$ cat config.mk
export PLATFORM = sky130hd
export DESIGN_NAME = alu16_reg_flat
export DESIGN_NICKNAME = d
export VERILOG_FILES = /design/src/rtl/alu16_reg_if.sv /design/src/rtl/alu16_reg.sv /design/src/flat_wrapper.sv
export SDC_FILE = /design/constraint.sdc
export NUM_CORES = 1
export LEC_CHECK = 0
export CAP_MARGIN = 40
export CORE_ASPECT_RATIO = 0.5
export CORE_MARGIN = 5
export CORE_UTILIZATION = 50
export DETAILED_ROUTE_END_ITERATION = 8
export PLACE_DENSITY = 0.76
export SYNTH_ARGS = -nofsm -noshare
export SYNTH_HDL_FRONTEND = slang
export SYNTH_SLANG_ARGS = --single-unit
$ cat constraint.sdc
create_clock -name clk -period 11.45 [get_ports clk]
set_clock_uncertainty 0.2 [all_clocks]
set_input_delay 1.7175 -clock clk [delete_from_list [all_inputs] [get_ports clk]]
set_output_delay 1.7175 -clock clk [all_outputs]
set_load 0.1 [all_outputs]
$ cat src/rtl/alu16_reg_if.sv
// alu16_reg_if: operand/result bundle for the registered ALU.
//
// Signals:
//   a, b  operands (WIDTH bits)
//   cin   carry-in / borrow-in / shift-in bit
//   op    operation select (3 bits)
//   w     registered result (WIDTH bits)
//   zero  registered flag, 1 when w == 0
//   neg   registered flag, copy of the MSB of w
//
// Modports:
//   master  drives the operands and op, receives the result and flags.
//   slave   the ALU side: receives the operands, drives the result and flags.
//
// Timing contract: there is no valid/ready pair. Every rising clock edge is
// an accepted transfer: the master's operands at that edge are consumed, and
// the matching result and flags are presented after that same edge. They are
// held until the next edge.
interface alu16_reg_if #(
    parameter int WIDTH = 16
);
    logic [WIDTH-1:0] a;
    logic [WIDTH-1:0] b;
    logic             cin;
    logic [2:0]       op;
    logic [WIDTH-1:0] w;
    logic             zero;
    logic             neg;

    modport master (
        output a, b, cin, op,
        input  w, zero, neg
    );

    modport slave (
        input  a, b, cin, op,
        output w, zero, neg
    );
endinterface

$ cat src/rtl/alu16_reg.sv
// alu16_reg: 8-operation ALU whose result and zero/negative flags are
// registered once, giving a fixed latency of one clock and full throughput.
//
// Ports:
//   clk   rising-edge clock
//   rst   synchronous, active-high reset (w=0, zero=1, neg=0)
//   bus   alu16_reg_if.slave: a, b, cin, op in; w, zero, neg out
//
// Operations (arithmetic modulo 2^WIDTH, carry/borrow out discarded):
//   000 ADD a + b + cin        100 XOR a ^ b
//   001 SUB a - b - cin        101 NOT ~a
//   010 AND a & b              110 SHL {a[MSB-1:0], cin}
//   011 OR  a | b              111 SHR {cin, a[MSB:1]}
module alu16_reg #(
    parameter int WIDTH = 16
) (
    input  logic          clk,
    input  logic          rst,
    alu16_reg_if.slave    bus
);
    localparam logic [2:0] OP_ADD = 3'b000;
    localparam logic [2:0] OP_SUB = 3'b001;
    localparam logic [2:0] OP_AND = 3'b010;
    localparam logic [2:0] OP_OR  = 3'b011;
    localparam logic [2:0] OP_XOR = 3'b100;
    localparam logic [2:0] OP_NOT = 3'b101;
    localparam logic [2:0] OP_SHL = 3'b110;
    localparam logic [2:0] OP_SHR = 3'b111;

    logic             is_sub;
    logic [WIDTH-1:0] add_b;
    logic             add_c;
    logic [WIDTH-1:0] sum;
    logic [WIDTH-1:0] r;

    logic [WIDTH-1:0] w_q;
    logic             zero_q;
    logic             neg_q;

    // One adder serves ADD and SUB: a - b - cin == a + ~b + ~cin (mod 2^WIDTH).
    assign is_sub = (bus.op == OP_SUB);
    assign add_b  = is_sub ? ~bus.b   : bus.b;
    assign add_c  = is_sub ? ~bus.cin : bus.cin;
    assign sum    = bus.a + add_b + {{(WIDTH-1){1'b0}}, add_c};

    always_comb begin
        r = '0;
        unique case (bus.op)
            OP_ADD,
            OP_SUB: r = sum;
            OP_AND: r = bus.a & bus.b;
            OP_OR:  r = bus.a | bus.b;
            OP_XOR: r = bus.a ^ bus.b;
            OP_NOT: r = ~bus.a;
            OP_SHL: r = {bus.a[WIDTH-2:0], bus.cin};
            OP_SHR: r = {bus.cin, bus.a[WIDTH-1:1]};
            default: r = '0;
        endcase
    end

    // Flags are taken from the combinational result so they land on the
    // same edge as the value they describe.
    always_ff @(posedge clk) begin
        if (rst) begin
            w_q    <= '0;
            zero_q <= 1'b1;
            neg_q  <= 1'b0;
        end else begin
            w_q    <= r;
            zero_q <= (r == '0);
            neg_q  <= r[WIDTH-1];
        end
    end

    assign bus.w    = w_q;
    assign bus.zero = zero_q;
    assign bus.neg  = neg_q;
endmodule

$ cat src/flat_wrapper.sv
// flat-port wrapper written by rule: the top's interface ports become plain ports
module alu16_reg_flat 
#(
    parameter int WIDTH = 16
)
  (clk, rst, bus_a, bus_b, bus_cin, bus_op, bus_w, bus_zero, bus_neg);
  alu16_reg_if #(.WIDTH(WIDTH)) bus_i ();
  input  logic clk;
  input  logic rst;
  input wire logic [$bits(bus_i.a)-1:0] bus_a;
  input wire logic [$bits(bus_i.b)-1:0] bus_b;
  input wire logic [$bits(bus_i.cin)-1:0] bus_cin;
  input wire logic [$bits(bus_i.op)-1:0] bus_op;
  output wire logic [$bits(bus_i.w)-1:0] bus_w;
  output wire logic [$bits(bus_i.zero)-1:0] bus_zero;
  output wire logic [$bits(bus_i.neg)-1:0] bus_neg;
  assign bus_i.a = bus_a;
  assign bus_i.b = bus_b;
  assign bus_i.cin = bus_cin;
  assign bus_i.op = bus_op;
  assign bus_w = bus_i.w;
  assign bus_zero = bus_i.zero;
  assign bus_neg = bus_i.neg;
  alu16_reg #(.WIDTH(WIDTH)) u_core (.clk(clk), .rst(rst), .bus(bus_i));
endmodule
==> run metrics, run 1 <==
CTS Hold Bufs 0; CTS Sinks 17; post-CTS setup buffers 0; Reg clk slew, reported paths 0.05 ns; WHS ~2.1 ns; effective utilization at floorplan 52.0%; Die W 123 µm; DR iter-0 viols between 300 and 400; setup total negative slack 0 ns; Finished Layout Cells about 550; total grt overflow 0; vias in the first global route 2873; Cells after Synth 411; largest cells by area after synthesis ha_1 (18%), dfxtp_1 (11%), mux4_2 (5.7%); ANT cells 0; Fill cells 523; outcome complete, no violations; Slew Limit Fails 0; placed instance count roughly 550; CP startpoint kind primary input; Routed Antenna Nets 0; final WL 9030 µm; Clock Path Buffers 2; final setup margin 4.64 ns; syn_area_per_cell 7.72 µm²; CP Capture Type flop; initial antenna violation count 0; cell repeated most along the worst path fa_1; final HPWL from detailed placement 7250 µm; global-route wire length before repair 14600 µm; max-cap viol count 0; Pre-Repair DR Iteration Count 5; full die area 8140 µm²; Mapped Area 3170 µm²; final setup violating endpoints 0; crit path max-delay cell type clkdlybuf4s50_1; slew margin rel. approximately 38%; I/O pin count 56; Multi-input gate area between 2000 and 3000 µm²; DR WL/cell about 16 µm; pre-CTS setup slack 4.46 ns; largest net degree at the start of global routing 54; worst hold path class in2reg; LEAKAGE 1.77 nW; H-tree Lvls 1; Seq/Total Area, Yosys 10.7%; core area 6110 µm²; Final min period 6.81 ns; Vias/cell 5.84; predominant post-synthesis flop cell dfxtp_1; DRC violations left 0; Setup Crit Path Kind in2reg; period utilization about three fifths; Post-synth ARST share 0%; cell accounting for the most synthesized area ha_1; Final Instance Area 4070 µm²; clk root buf clkbuf_16; Setup crit end u_core.bus.zero; post-cts resize count 0; Synth cell types 67; Post-synth EDFFs 0; gr usage total 22.6%; flip-flop and latch area 340 µm²; GP Congestion 0.981; maximum clock frequency ~0.15 GHz; CTS tree done; Req. time, crit path around 11 ns; Die Y 66.3 µm; Synth Register Bits 17; synthesis warning total 0; CTS Buf Count 3; top-area cell type share of the netlist area 18.1%; beginning of the worst hold path rst; final net count 552; Worst IR Drop VDD around 0.053 mV; floorplan row count 20; detailed-route via count approximately 3200; Hold Violations, Final 0; DP Area 3990 µm²; power per cell area 92.9 nW/µm²; Worst-Margin Slew 0.933 ns; RSZ-0062 raised after global routing false; port bufs 55; CP startpoint bus_op[1]; CP arrival 6.77 ns; share of layout cells above drive strength 1 11.8%; syn_nets 497; area delta synth->final 28.2%; Crit Path Max Fanout 25; crit-path max cell delay 0.89 ns; crit-path cells clkdlybuf4s50_1 -> nor2_4 -> and2_1 -> buf_8 -> xnor2_1 -> fa_1 -> fa_1 -> nand2b_2 -> a21o_2 -> o31ai_4 -> o41ai_2 -> mux2i_1 -> a2111o_1 -> o31ai_2
## worst min-delay path by stage
| stage | to | slack [ns] | depth (start not counted) |
|---|---|---|---|
| after floorplan | u_core.bus.w[9] | 1.59 | 1 |
| after global placement | u_core.bus.w[13] | 2.36 | 2 |
| after detailed placement | u_core.bus.w[11] | 2.34 | 2 |
| after CTS | u_core.bus.w[11] | 2.09 | 2 |
| after global routing | u_core.bus.w[14] | 2.17 | 2 |
| final | u_core.bus.w[11] | 2.09 | 2 |
## layout by cell type, fill, tap and decap left out, types with 6 or more instances in the layout
cell / netlist / final
nand2b_1: 15 / 15
buf_8: 0 / 19
a21o_1: 7 / 7
mux4_2: 8 / 8
nand2_1: 25 / 25
a21oi_1: 24 / 24
clkdlybuf4s50_1: 0 / 54
inv_1: 46 / 46
xnor2_1: 18 / 18
o21ai_0: 16 / 16
mux2i_1: 7 / 7
nor3_1: 10 / 10
a211oi_1: 8 / 8
o22ai_1: 6 / 6
dfxtp_1: 17 / 17
nor2_1: 27 / 27
o211ai_1: 7 / 7
and3_1: 7 / 7
nand3_1: 7 / 7
and2_1: 9 / 9
ha_1: 46 / 46
## flip-flops by register name, summed over array words and instances, names as in the netlist
name and count:
u_core.bus.w 16, u_core.bus.zero 1
## layer usage
metal	routed length (µm)	GRT usage [%]
met1	4310	35.0
met3	970	3.68
met5	0	0
met4	91	3.77
met2	3660	32.7
## logic make-up after synthesis
kind of cell             Yosys count  synth area share (%)
AND/OR/NAND/NOR                  122                  20.0
flip-flops                        17                  10.7
AO/OA/AOI/OAI                    111                  25.0
buffers and inverters             74                  10.1
XOR/XNOR                          20                  5.52
adder cells (fa/ha/maj)           48                  19.4
multiplexers                      19                  9.31
## layout make-up
| cell class | count | area share (%) |
|---|---|---|
| Clock buffer | 4 | 1.94 |
| Timing Repair Buffer | 76 | 20.8 |
| Multi-Input combinational cell | 320 | 61.8 |
| Tap cell | 88 | 2.71 |
| Sequential cell | 17 | 8.36 |
| Inverter | 48 | 4.43 |
## synthesized netlist by cell type (all sizes together) (4+ instances only)
library cell and instances:
nor2 28, o22ai 6, nand3 8, o31ai 4
a211oi 8, clkbuf 6, inv 48, ha 46
and3 7, mux4 8, o211ai 7, xnor2 18
buf 20, and2 10, a21oi 25, a21o 9
nor2b 4, nand2b 16, nand2 25, o21a 4
o21ai 18, a31oi 5, nor4 4, mux2i 7
mux2 4, nor3 10, dfxtp 17
## stage by stage
step / utilization [%] / total power [mW]
finish: 66.6 / 0.378
global route: 66.6 / 0.402
CTS: 66.6 / 0.377
detailed placement: 65.3 / 0.308
global placement: 60.7 / 0.283
floorplan: - / 0.230
## where the power goes
part / switching [mW] / total (mW) / leakage, nW / internal [mW]
clock network: 0.0201 / 0.0671 / 0.0382 / 0.0471
logic: 0.148 / 0.243 / 1.59 / 0.0959
registers: 0.00176 / 0.0674 / 0.142 / 0.0657
total: 0.169 / 0.378 / 1.77 / 0.209
## critical path, delay by kind of cell
kind / cells / cell delay [ns]
buffers and inverters: 2 / 1.11
and+or+nand+nor: 3 / 1.35
AOI/OAI and AO/OA: 5 / 1.36
xor gates and xnor gates: 1 / 0.10
muxes: 1 / 0.15
adders and majority gates: 2 / 0.96
Note: power is estimated with default switching activity, not from simulation.
==> run 2, diff against run 1 <==
Clock period 11.45 ns to 6.4 ns, I/O delays scaled along.
==> run 2 against run 1 <==
Cell count grew 0.36%. Setup slack lost 3.3 ns. Clock power grew 82%. Combinational power grew 81%. Hold slack lost 0.76 ns. First-iteration DRC count shrank 22%. Die area is the same. Final area grew 0.52%. Critical path type unchanged. Critical endpoint unchanged. Largest cell class unchanged.
==> run metrics, run 2 (synthesis results as in run 1) <==
RSZ-0062 raised after global routing false; post-CTS setup buffers 0; CP startpoint kind primary input; CTS Hold Bufs 0; worst hold path class in2reg; Reg clk slew, reported paths roughly 0.050 ns; final HPWL from detailed placement 7650 µm; H-tree Lvls 1; CTS tree done; initial antenna violation count 0; switching portion of total power 45.3%; CP Capture Type flop; Routed Antenna Nets 0; global-route wire length before repair 15000 µm; Finished Layout Cells approximately 560; floorplan row count 20; Fill cells 522; DR WL/cell roughly 17 µm; Worst IR Drop VDD 0.0869 mV; DRC violations left 0; gr usage total 23.4%; total grt overflow 0; Final Instance Area 4090 µm²; DR iter-0 viols 293; Clk pwr share 17.8%; Setup Crit Path Kind in2reg; Setup crit end u_core.bus.zero; area delta synth->final 28.9%; CTS Sinks 17; commonest non-fill, non-tap cells in the layout clkdlybuf4s50_1 (54), inv_1 (46), ha_1 (46), nor2_1 (27), nand2_1 (25); most common cell after layout, fill and taps aside clkdlybuf4s50_1; largest net degree at the start of global routing 38; I/O pin count 56; detailed-route via count 3242; max reg flops 16; Crit Path Max Fanout 19; Slew Limit Fails 0; Vias/cell between 5 and 6; post-cts resize count 0; Pre-Repair DR Iteration Count 4; LEAKAGE 1.78 nW; share of layout cells above drive strength 1 12.4%; vias in the first global route 2908; full die area 8140 µm²; Net Sw Power between 300 and 400 µW; design internal power 374 µW; maximum clock frequency 0.197 GHz; register share of total power approximately 18%; Die Y 66.3 µm; Worst-Margin Slew 0.526 ns; placed instance count 551; GP Congestion 0.947; clk root buf clkbuf_16; Final min period 5.07 ns; Clock Path Buffers 2; setup total negative slack 0 ns; Die W around 120 µm; DP Area 4010 µm²; final setup violating endpoints 0; final net count 554; Hold Violations, Final 0; CP startpoint bus_op[1]; CTS Buf Count 3; ANT cells 0; slew margin rel. 64.0%; max-cap viol count 0; period utilization between 70 and 80%; final WL 9530 µm; core area 6110 µm²; Req. time, crit path 6.36 ns; logic gate share of total power 64.4%; port bufs 55; CP arrival 5.03 ns; outcome complete, no violations; effective utilization at floorplan 52.0%; power per cell area ~170 nW/µm²
## run 2: cell type report
type / count / area, µm² / share of cell area [%]
multi-input cells: 320 / 2510 / 61.5
repair buffers: 78 / 866 / 21.2
flip-flops and latches: 17 / 340 / 8.32
inverters: 48 / 180 / 4.41
well taps: 88 / 110 / 2.69
clock buffers: 3 / 75.1 / 1.84
clock inverters: 1 / 5.00 / 0.122
## run 2: stage by stage
stage	utilization (%)	worst slack [ns]	hold WS, ns	power, mW
after floorplan	-	1.33	0.837	0.411
after global placement	60.9	1.13	1.60	0.510
after detailed placement	65.7	1.10	1.55	0.556
after CTS	67.0	1.33	1.31	0.680
after global routing	67.0	1.18	1.36	0.724
final	67.0	1.33	1.33	0.683
## run 2: power by group through the flow
stage / sequential (mW) / combinational, mW / clock, mW
2_1_floorplan: 0.204 / 0.207 / 0
3_3_place_gp: 0.122 / 0.388 / 0
3_5_place_dp: 0.123 / 0.433 / 0
4_1_cts: 0.121 / 0.435 / 0.124
5_1_grt: 0.122 / 0.470 / 0.131
6_report: 0.121 / 0.440 / 0.122
## run 2: metal layers
| metal | part of all wire (%) | global-route usage (%) | vias to the layer above |
|---|---|---|---|
| met5 | 0 | 0 | - |
| met2 | 42 | 34.9 | 139 |
| met4 | 0.48 | 3.77 | 0 |
| li1 | - | - | 1576 |
| met3 | 11 | 3.68 | 6 |
| met1 | 47 | 35.3 | 1521 |
## run 2: worst min-delay path by stage
stage                     depth (start not counted)       from               end
after global routing                              4  bus_op[0]   u_core.bus.w[5]
after floorplan                                   1        rst   u_core.bus.w[9]
after detailed placement                          4  bus_op[0]   u_core.bus.w[5]
final                                             4  bus_op[0]   u_core.bus.w[5]
after global placement                            2        rst  u_core.bus.w[10]
after CTS                                         4  bus_op[0]   u_core.bus.w[5]
## run 2: critical path, cell delays in order
cell             delay [ns]
clkdlybuf4s50_1        0.46
nor2_4                 0.12
buf_4                  0.25
and2_1                 0.16
buf_4                  0.28
xnor2_1                0.13
fa_1                   0.48
fa_1                   0.46
nand2b_2               0.24
a21o_2                 0.25
o31ai_4                0.34
o41ai_2                0.12
mux2i_1                0.15
a2111o_1               0.44
o31ai_2                0.20
==> run 3, diff against run 2 <==
Clock period 6.4 ns to 4.8 ns, I/O delays scaled along.
==> run 3 against run 2 <==
Non-clock buffer count up 2. Global-route usage shrank 1.3 points. Cell count grew 0.36%. Sequential share of layout area barely moved. Final area about the same. Core utilization about the same. Via count is 1.2% lower. Hold slack got worse by 0.23 ns. Flip-flop and latch count is the same. Critical path depth fell by 2. Die area stayed put. Largest cell class unchanged. Highest routed layer unchanged.
==> run metrics, run 3 (synthesis results as in run 1) <==
commonest non-fill, non-tap cells in the layout clkdlybuf4s50_1 (54), inv_1 (46), ha_1 (46), nor2_1 (27), nand2_1 (25); RSZ-0062 raised after global routing false; effective utilization at floorplan between 50% and 60%; final net count 556; core area 6110 µm²; full die area just over 8000 µm²; CP startpoint kind primary input; H-tree Lvls 1; slew margin rel. 63.6%; Vias/cell 5.75; power per cell area 220 nW/µm²; area delta synth->final 28.9%; CTS tree done; global-route wire length before repair 14200 µm; floorplan row count 20; initial antenna violation count 0; CTS Buf Count 3; CTS Hold Bufs 0; post-cts resize count 0; max-cap viol count 0; setup total negative slack 0 ns; share of layout cells above drive strength 1 12.6%; maximum clock frequency 0.226 GHz; post-CTS setup buffers 0; Worst Hold End u_core.bus.w[14]; period utilization 92.2%; total grt overflow 0; final WL 8910 µm; Die W 123 µm; beginning of the worst hold path rst; most common cell after layout, fill and taps aside clkdlybuf4s50_1; ANT cells 0; Hold Violations, Final 0; DR iter-0 viols 260; port bufs 55; Crit Path Max Fanout 5; largest net degree at the start of global routing 53; Slew Limit Fails 0; Routed Antenna Nets 0; Final min period ~4.4 ns; final setup violating endpoints 0; Clock Path Buffers 2; max reg flops 16; I/O pin count 56; GP Congestion 1.05; Die Y 66.3 µm; gr usage total 22.0%; DR WL/cell between 15 and 20 µm; outcome complete, no violations; vias in the first global route 2900; CTS Sinks 17; detailed-route via count 3204; Worst-Margin Slew 0.547 ns; Fill cells 548; Setup Crit Path Kind in2reg; final HPWL from detailed placement 7230 µm; CP Capture Type flop; worst hold path cell count 2; LEAKAGE 1.79 nW; Final Util 67.0%; worst hold path class in2reg; Req. time, crit path approximately 4.8 ns; Reg clk slew, reported paths 0.05 ns; DRC violations left 0; Pre-Repair DR Iteration Count 5; Worst IR Drop VDD 0.130 mV; clk root buf clkbuf_16; CP startpoint bus_op[1]; CP arrival between 4 and 5 ns
-- run 3: cell types whose count changed in the layout (fill, tap and decap cells not counted) --
cell      previous run  this run
buf_12               1         0
clkbuf_1             0         1
clkinv_2             1         0
buf_4                4         7
-- run 3: layer usage --
metal  wire length [µm]  track usage, %  part of all wire, %  vias up
li1                   -               -                    -     1588
met1               4200            32.0                   47     1489
met2               3750            33.3                   42      121
met3                899            4.79                   10        6
met4                 56            3.91                 0.63        0
met5                  0               0                    0        -
-- run 3: per-stage QoR --
stage	instance area [µm²]	power, mW	hold slack (ns)	worst slack, ns	std cells
floorplan	3180	0.548	0.597	0.0496	411
global placement	3740	0.680	1.36	0.242	535
detailed placement	4010	0.737	1.35	0.128	553
CTS	4090	0.900	1.10	0.367	557
global route	4090	0.955	1.21	0.190	557
finish	4090	0.901	1.10	0.372	557
-- run 3: how the worst max path moves through the flow --
stage	to	slack (ns)	cells past startpoint
floorplan	u_core.bus.zero	0.05	17
global placement	u_core.bus.zero	0.24	13
detailed placement	u_core.bus.zero	0.13	13
CTS	u_core.bus.zero	0.37	13
global route	u_core.bus.zero	0.19	13
finish	u_core.bus.zero	0.37	13
-- run 3: where the power goes --
part | internal (mW) | switching, mW
clock | 0.112 | 0.0479
combinational | 0.230 | 0.350
sequential | 0.157 | 0.00396
-- run 3: worst max-delay path, cell delays in order --
cell and delay (ns):
clkdlybuf4s50_1 0.56, nor2_4 0.06, and2_1 0.21, xnor2_1 0.16, fa_1 0.48, fa_1 0.45
nand2b_2 0.23, a21o_2 0.25, o31ai_4 0.35, o41ai_2 0.13, mux2i_1 0.15, a2111o_1 0.43
o31ai_2 0.22
-- run 3: final cells by class --
cell class	count	area, µm²	share of cell area (%)
multi-input combinational	320	2510	61.4
inverter	48	180	4.40
clock buffer	4	78.8	1.93
tap	88	110	2.69
timing repair buffer	80	868	21.2
sequential	17	340	8.32
